File: src/rtl/video_timing_gen.sv
// Parametrised raster timing generator: registered coordinates, one-step lookahead,
// sync/blank qualifiers, line/frame strobes and a frame counter, advancing on vtg_ce.
module video_timing_gen #(
  parameter int H_ACTIVE = 640,
  parameter int H_FP     = 16,
  parameter int H_SYNC   = 96,
  parameter int H_BP     = 48,
  parameter int V_ACTIVE = 480,
  parameter int V_FP     = 10,
  parameter int V_SYNC   = 2,
  parameter int V_BP     = 33,
  parameter bit HS_POL   = 1'b0,
  parameter bit VS_POL   = 1'b0,
  parameter int CW       = 10,
  parameter int FCW      = 8
) (
  input  logic           pixel_clk,
  input  logic           reset_n,
  input  logic           vtg_ce,
  output logic [CW-1:0]  pixel_x,
  output logic [CW-1:0]  pixel_y,
  output logic [CW-1:0]  next_pixel_x,
  output logic [CW-1:0]  next_pixel_y,
  output logic           hsync,
  output logic           vsync,
  output logic           hblank,
  output logic           vblank,
  output logic           video_on,
  output logic           next_video_on,
  output logic           line_start,
  output logic           frame_start,
  output logic [FCW-1:0] frame_count
);

  localparam int H_TOTAL = H_ACTIVE + H_FP + H_SYNC + H_BP;
  localparam int V_TOTAL = V_ACTIVE + V_FP + V_SYNC + V_BP;

  localparam logic [CW-1:0] H_LAST   = CW'(H_TOTAL - 1);
  localparam logic [CW-1:0] V_LAST   = CW'(V_TOTAL - 1);
  localparam logic [CW-1:0] H_ACT    = CW'(H_ACTIVE);
  localparam logic [CW-1:0] V_ACT    = CW'(V_ACTIVE);
  localparam logic [CW-1:0] HS_FIRST = CW'(H_ACTIVE + H_FP);
  localparam logic [CW-1:0] HS_LAST  = CW'(H_ACTIVE + H_FP + H_SYNC - 1);
  localparam logic [CW-1:0] VS_FIRST = CW'(V_ACTIVE + V_FP);
  localparam logic [CW-1:0] VS_LAST  = CW'(V_ACTIVE + V_FP + V_SYNC - 1);

  // Successor of the lookahead position; becomes next_* on an advancing edge.
  logic [CW-1:0] after_x;
  logic [CW-1:0] after_y;
  logic          x_wrap;

  always_comb begin
    x_wrap  = (next_pixel_x == H_LAST);
    after_x = x_wrap ? '0 : next_pixel_x + CW'(1);
    after_y = next_pixel_y;
    if (x_wrap) begin
      after_y = (next_pixel_y == V_LAST) ? '0 : next_pixel_y + CW'(1);
    end
  end

  // Qualifiers are evaluated at next_* so they land on the same edge as the coordinates.
  logic in_hsync;
  logic in_vsync;
  logic in_hblank;
  logic in_vblank;
  logic after_visible;
  logic at_origin;

  assign in_hsync      = (next_pixel_x >= HS_FIRST) && (next_pixel_x <= HS_LAST);
  assign in_vsync      = (next_pixel_y >= VS_FIRST) && (next_pixel_y <= VS_LAST);
  assign in_hblank     = (next_pixel_x >= H_ACT);
  assign in_vblank     = (next_pixel_y >= V_ACT);
  assign after_visible = (after_x < H_ACT) && (after_y < V_ACT);
  assign at_origin     = (next_pixel_x == '0) && (next_pixel_y == '0);

  always_ff @(posedge pixel_clk or negedge reset_n) begin
    if (!reset_n) begin
      pixel_x       <= '0;
      pixel_y       <= '0;
      next_pixel_x  <= CW'(1);
      next_pixel_y  <= '0;
      hsync         <= ~HS_POL;
      vsync         <= ~VS_POL;
      hblank        <= 1'b0;
      vblank        <= 1'b0;
      video_on      <= 1'b1;
      next_video_on <= 1'b1;
      line_start    <= 1'b0;
      frame_start   <= 1'b0;
      frame_count   <= '0;
    end else begin
      line_start  <= 1'b0;
      frame_start <= 1'b0;
      if (vtg_ce) begin
        pixel_x       <= next_pixel_x;
        pixel_y       <= next_pixel_y;
        next_pixel_x  <= after_x;
        next_pixel_y  <= after_y;
        hsync         <= in_hsync ? HS_POL : ~HS_POL;
        vsync         <= in_vsync ? VS_POL : ~VS_POL;
        hblank        <= in_hblank;
        vblank        <= in_vblank;
        video_on      <= !in_hblank && !in_vblank;
        next_video_on <= after_visible;
        line_start    <= (next_pixel_x == '0);
        frame_start   <= at_origin;
        if (at_origin) begin
          frame_count <= frame_count + FCW'(1);
        end
      end
    end
  end

endmodule

File: config.mk
export PLATFORM = sky130hd
export DESIGN_NAME = video_timing_gen
export DESIGN_NICKNAME = d
export VERILOG_FILES = /design/src/rtl/video_timing_gen.sv
export SDC_FILE = /design/constraint.sdc
export NUM_CORES = 1
export LEC_CHECK = 0
export CAP_MARGIN = 40
export CORE_UTILIZATION = 40
export DETAILED_ROUTE_END_ITERATION = 12
export GPL_TIMING_DRIVEN = 0
export PLACE_DENSITY = 0.68
export SKIP_LAST_GASP = 1
export SYNTH_ARGS = -nofsm -noshare
export SYNTH_HDL_FRONTEND = slang
export SYNTH_SLANG_ARGS = --single-unit
File: constraint.sdc
create_clock -name pixel_clk -period 2.35 [get_ports pixel_clk]
set_clock_uncertainty 0.2 [all_clocks]
set_input_delay 0.3525 -clock pixel_clk [delete_from_list [all_inputs] [get_ports pixel_clk]]
set_output_delay 0.3525 -clock pixel_clk [all_outputs]
set_load 0.005 [all_outputs]
======== Word-level counts from Yosys, hierarchy flattened ========
Cells that the tools add are included.
storage, ports and cells
  input port bits ......................... 3
  register bits after elaboration ......... 56
  output and inout port bits .............. 56
operators by class
  equality and inequality tests ........... 2
  $add $sub $neg .......................... 3
  mux-type cells .......................... 7
  reduce and logical (&&, ||, !) cells .... 10
  magnitude comparators ................... 8
operators by type and width
  cell                                                                                   number
  10-bit 2-to-1 mux                                                                      3
  10-bit by 1-bit adder with 10-bit output (second input constant)                       2
  10-bit == test (second input constant)                                                 2
  10-bit greater-or-equal comparator (second input constant)                             2
  10-bit by 9-bit greater-or-equal comparator with 1-bit output (second input constant)  2
  10-bit logical NOT                                                                     2
  10-bit <= comparator (second input constant)                                           1
  10-bit by 9-bit <= comparator with 1-bit output (second input constant)                1
  10-bit less-than comparator (second input constant)                                    1
  10-bit by 9-bit less-than comparator with 1-bit output (second input constant)         1
  8-bit by 1-bit adder with 8-bit output (second input constant)                         1
  1-bit logical AND                                                                      5
  1-bit 2-to-1 mux                                                                       4
  1-bit logical NOT                                                                      2
  2-bit AND reduction                                                                    1

======== Depth between registers and ports, before layout ========
  depth after elaboration ................. 5
  mapped depth ............................ 8
  mapped depth without buffers ............ 7

======== Least setup slack after synthesis ========
OpenSTA, ideal clock, no wires.
  path kind ............................... register to register
  start point ............................. register next_pixel_x[0]
  end point ............................... register next_video_on
  data required time ...................... 2.077 ns
  slack ................................... 0.030 ns
  arrival ................................. 2.047 ns
  stages on the path, launching flop included .. 7
  buffers on the path ..................... 0
  clock period less this slack ............ 2.320 ns
  cells stage by stage .................... dfstp_2 ha_1 or4b_4 nor4_4 mux2i_1 o221ai_2 a21oi_1
on the way
  word-level cells in the longest chain between the ends .. 4
  elaborated cells between the ends (all ways) .. 7
ends and longest elaborated chain
  item                                                                                                          RTL line  source
  start: declaration                                                                                            22        output logic [CW-1:0] next_pixel_x,
  start signal: assignment                                                                                      97        next_pixel_x <= after_x;
  10-bit by 1-bit adder with 10-bit output / 10-bit == test (equally long branches)                             54, 53
  10-bit 2-to-1 mux (on tied branches)                                                                          54, 56
  10-bit less-than comparator / 10-bit by 9-bit less-than comparator with 1-bit output (equally long branches)  73        assign after_visible = (after_x < H_ACT) && (after_y < V_ACT);
  1-bit logical AND *                                                                                           73
  end signal: assignment                                                                                        104       next_video_on <= after_visible;
  end: declaration                                                                                              29        output logic next_video_on,
Every way passes the cells marked *; elsewhere a longest branch is shown, timed or not.
A chain may end at the register's enable or synchronous reset.

======== Worst setup path after layout ========
Same ends and word-level chain as after synthesis.

==> results <==
- The number of global-route vias before repair was ~2,100.
- The largest area contributor in the netlist is sky130_fd_sc_hd__dfrtp_1.
- Sequential elements use between 40 and 50% of the synthesized area.
- The internal power of the cells totals 1.72 mW.
- Leaving out filler cells and counting taps, the final layout contains roughly 430.
- The core footprint is between 6000 and 7000 sq um.
- Of the total power, the share spent switching nets is a little under a third.
- The number of distinct standard cells referenced by the synthesized netlist is 43.
- The mean number of vias per cell is approximately 5.2.
- The number of DRC markers in iteration 0 is 177.
- Subtracting the final worst setup slack from the clock period gives about 2.2 ns.
- Global routing used 18.1% of the available tracks across all layers.
- The final standard cell utilization of the core is 54.4%.
- VDD sags by at most ~0.24 mV.
- The number of placed instances, taps included, is 415.
- The run finished with clean final reports.
- The combined buffer and inverter count along the critical path is 0.
- In the post-synthesis netlist, the biggest area contributors are sky130_fd_sc_hd__dfrtp_1 44%, sky130_fd_sc_hd__mux2_2 8.2%, sky130_fd_sc_hd__dfstp_2 4.6%.
- The path class of the tightest hold or removal check is in2reg.
- The register share of total power is around 50%.
- The first TritonRoute pass finished after 4 iterations.
- The share of synthesized area in the top cell type comes to ~44%.
- The clock-pin slew on the worst setup and hold paths is ~0.11 ns.
- Setup violations remaining at the end of the flow were counted as 0.
- The number of placed I/O pins is 59.
- The total of max-cap violations is 0.
- In this run the vertical extent of the chip is just under 90 um.
- The longest individual stage delay on the worst path is between 0.5 and 0.6 ns.
- The cell count after synthesis is about 260.
- Clock latency on the worst-skew pair, taken at its later pin, is between 0.3 and 0.4 ns.
- The cell with the biggest individual delay on the critical path is sky130_fd_sc_hd__dfstp_2.
- The detail route stage leaves a number of antenna-violating nets equal to 0.
- The worst register-to-register path begins at next_pixel_x[0].
- The routed design has 6350 um of wire.
- From synthesis to final layout, the design area changed by 29.9%.
- The initial core utilization is 41.9%.
- The die area is 7540 sq um.
- The kind of cell with the highest combined delay along the critical path is simple AND/OR/NAND/NOR gates.
- CTS built an H-tree with a depth of 2.
- Cells with a size suffix above 1 make up roughly a fifth of the layout.
- Combinational logic burns between 20 and 30% of the power.
- The number of buffers inserted during clock tree synthesis is 5.
- The category of the critical setup timing path is reg2reg.
- The number of buffers on the longest clock path is 2.
- The number of nets in the layout is around 340.
- Setup repair after global routing left no endpoint under its margin.
- The flip-flop cell with the highest count after synthesis is sky130_fd_sc_hd__dfrtp_1.
- The number of storage elements in the synthesis netlist is 56.
- The number of slew-limit violations in the final report came to 0.
- Summing every instance area after synthesis gives around 2900 sq um.
- The first global-routing pass estimated around 11,000 um of wire.
- The number of antenna violations at the first check in global routing is 0.
- The hold violation total from the final report came to 0.
- The static power due to leakage is 1.60 nW.
- At the pin with the least slew margin, the transition time is 0.561 ns.
- The width of the chip is between 80 and 90 um.
- The highest net fanout along the worst path is 6.
- The required time of the worst setup path is 2.40 ns.
- The worst setup path is launched from a flip-flop.
- The aggregate global routing overflow is 0.
- The global-route layer with the greatest usage is met2.
- The number of cells traversed by the worst hold path is 3.
- The timing startpoint of the critical path is next_pixel_x[0].
- Detailed routing inserted a total of ~2,300 vias.
- For this run, asynchronously set or reset flops after synthesis account for between 90% and 100%.
- The power per unit of standard cell area is between 600 and 700 nW/um^2.
- Clock tree synthesis selected as its root buffer the cell sky130_fd_sc_hd__clkbuf_8.
- In the final routed layout, each cell accounts on average for 14.8 um.
- The met1 layer usage reported by global route is a little over a quarter.
- The TritonCTS clock tree is built.
- The net switching power figure is roughly 740 uW.
- In the routed design, unresolved DRC markers number 0.
- In this run the number of cells on the critical path is 6.
- Based on the critical path, the design can be clocked at up to between 400 and 500 MHz.
- The worst min-delay path startpoint is vtg_ce.
- The critical path data arrival time is 2.29 ns.
- In the finished design, the share of the clock period the worst path needs comes to 95.3%.
- Yosys printed 0 warnings.
- The final weighted congestion of routability-driven global placement is around 0.85.
- The number of buffers inserted by port buffering is 57.
- The routing usage on met2 is between 20% and 30%.
- The critical path goes through ha_4 -> or4b_4 -> nor4_4 -> mux2i_1 -> o221ai_2 -> a21oi_1.
- After floorplanning, the core was divided into 30 placement rows.
- Summing all non-filler instances in the final layout gives an area of 3740 sq um.
- The number of enable-type register cells in the synthesized netlist is 0.
- The share of power burned in the clock network is a little over a fifth.
- After synthesis, the mean cell area works out to between 10 and 15 sq um.
- The number of nets in the synthesized netlist is 270.
- The pin count of the biggest net entering global routing is 36.
- The fraction of met3 tracks used by global routing is approximately 3.3%.
- The worst-case headroom to the max-slew limit is a little over three fifths.
- The placed instances occupy a cell area of between 3000 and 4000 sq um.
- The depth of the worst register-to-register path is 6.
- The sort of element at the end of the critical path is a flip-flop.
- The number of antenna diodes in the final layout is 0.
- The TritonCTS sink count is 56.
- The wire-length estimate of the detail-placed layout is between 4000 and 5000 um.
- The number of fill cells is approximately 650.
==> placed cells by master, fill, tap and decap left out, types with 3 or more instances in the layout <==
| cell | instances |
|---|---|
| sky130_fd_sc_hd__clkdlybuf4s50_1 | 56 |
| sky130_fd_sc_hd__dfrtp_1 | 50 |
| sky130_fd_sc_hd__nand2_1 | 22 |
| sky130_fd_sc_hd__mux2_2 | 21 |
| sky130_fd_sc_hd__o21ai_0 | 17 |
| sky130_fd_sc_hd__xnor2_1 | 14 |
| sky130_fd_sc_hd__buf_4 | 13 |
| sky130_fd_sc_hd__nand3_1 | 13 |
| sky130_fd_sc_hd__nor2_1 | 12 |
| sky130_fd_sc_hd__nand4_1 | 12 |
| sky130_fd_sc_hd__inv_1 | 7 |
| sky130_fd_sc_hd__buf_6 | 7 |
| sky130_fd_sc_hd__and3_1 | 7 |
| sky130_fd_sc_hd__clkbuf_1 | 5 |
| sky130_fd_sc_hd__and4_1 | 5 |
| sky130_fd_sc_hd__a21oi_1 | 5 |
| sky130_fd_sc_hd__ha_1 | 5 |
| sky130_fd_sc_hd__clkbuf_8 | 5 |
| sky130_fd_sc_hd__dfstp_2 | 5 |
| sky130_fd_sc_hd__and2_1 | 4 |
| sky130_fd_sc_hd__buf_2 | 3 |
| sky130_fd_sc_hd__nor3_1 | 3 |
| sky130_fd_sc_hd__nor2b_1 | 3 |
| sky130_fd_sc_hd__o31ai_1 | 3 |
| sky130_fd_sc_hd__nand2b_1 | 3 |
==> what timing repair did <==
action                                  CTS  global route
hold buffers                              1             0
buffers inserted                          1             5
pin swaps                                 1             2
gates resized for setup                   3             0
endpoints found under the setup margin    5            11
hold endpoints to repair                 20             0
==> worst reg2reg max path: stages, from the launching register on <==
cell                       delay, ns
sky130_fd_sc_hd__dfstp_2        0.58
sky130_fd_sc_hd__ha_4           0.17
sky130_fd_sc_hd__or4b_4         0.51
sky130_fd_sc_hd__nor4_4         0.19
sky130_fd_sc_hd__mux2i_1        0.25
sky130_fd_sc_hd__o221ai_2       0.11
sky130_fd_sc_hd__a21oi_1        0.17
==> registers in the layout (all words and copies together) (netlist names) <==
name and cells:
frame_start 1, next_pixel_y 10, pixel_x 10, line_start 1, hblank 1, next_pixel_x 10, pixel_y 10, next_video_on 1
frame_count 8, video_on 1, vblank 1, vsync 1, hsync 1
==> worst paths after layout <==
| kind | to | slack (ns) |
|---|---|---|
| min in group asynchronous | frame_count[7] | 0.33 |
| hold reg to reg | frame_count[7] | 0.27 |
| setup / recovery | next_video_on | 0.11 |
| hold / removal | line_start | 0.22 |
| setup reg to reg | next_video_on | 0.11 |
| max in group asynchronous | video_on | 0.99 |
==> power by group through the flow <==
stage,Clock [mW],Combinational [mW],Sequential [mW]
2_1_floorplan,0,0.342,1.22
3_3_place_gp,0,0.674,1.22
3_5_place_dp,0,0.689,1.23
4_1_cts,0.553,0.705,1.21
5_1_grt,0.586,0.792,1.23
6_report,0.540,0.713,1.21
==> final cells by class <==
type                       count  area, sq um  share of cell area, %
inverter                       7         26.3                  0.703
clock inverter                 2         16.3                  0.435
clock buffer                   6         72.6                   1.94
sequential                    56         1410                   37.7
tap                           96          120                   3.21
buffer                        20          156                   4.18
multi-input combinational    177         1300                   34.7
timing repair buffer          65          641                   17.1
==> through the flow <==
stage	total power, mW	setup slack (ns)	hold WS [ns]	TNS, ns
2_1_floorplan	1.56	0.0297	-0.143	0
3_3_place_gp	1.90	-1.02	0.262	-53.92
3_5_place_dp	1.92	-0.144	0.152	-0.178
4_1_cts	2.47	0.0378	0.197	0
5_1_grt	2.61	0.0188	0.222	0
6_report	2.46	0.110	0.221	0
==> cell families after synthesis <==
logic type,Yosys count,share of synthesized area [%]
adder cells (fa/ha/maj),6,2.61
XOR/XNOR,16,4.87
AO/OA/AOI/OAI,34,7.30
flip-flops,56,48.9
buffers and inverters,28,6.48
multiplexers,23,8.91
AND/OR/NAND/NOR,98,20.9
==> Yosys cell counts, types with 4 or more instances <==
library cell / number
sky130_fd_sc_hd__dfrtp_1: 51
sky130_fd_sc_hd__nand2_1: 22
sky130_fd_sc_hd__mux2_2: 21
sky130_fd_sc_hd__o21ai_0: 17
sky130_fd_sc_hd__xnor2_1: 14
sky130_fd_sc_hd__nand3_1: 13
sky130_fd_sc_hd__nand4_1: 12
sky130_fd_sc_hd__nor2_1: 12
sky130_fd_sc_hd__and3_1: 7
sky130_fd_sc_hd__buf_4: 7
sky130_fd_sc_hd__buf_6: 7
sky130_fd_sc_hd__inv_1: 7
sky130_fd_sc_hd__ha_1: 6
sky130_fd_sc_hd__a21oi_1: 5
sky130_fd_sc_hd__and4_1: 5
sky130_fd_sc_hd__clkbuf_1: 5
sky130_fd_sc_hd__dfstp_2: 5
sky130_fd_sc_hd__and2_1: 4
==> metal layers <==
layer  routed length [um]  vias up
met5                    0        -
met4                   72        0
met3                  260        9
met2                 2970       72
met1                 3050     1105
li1                     -     1066
No activity file was read; power rests on OpenSTA's default activity.
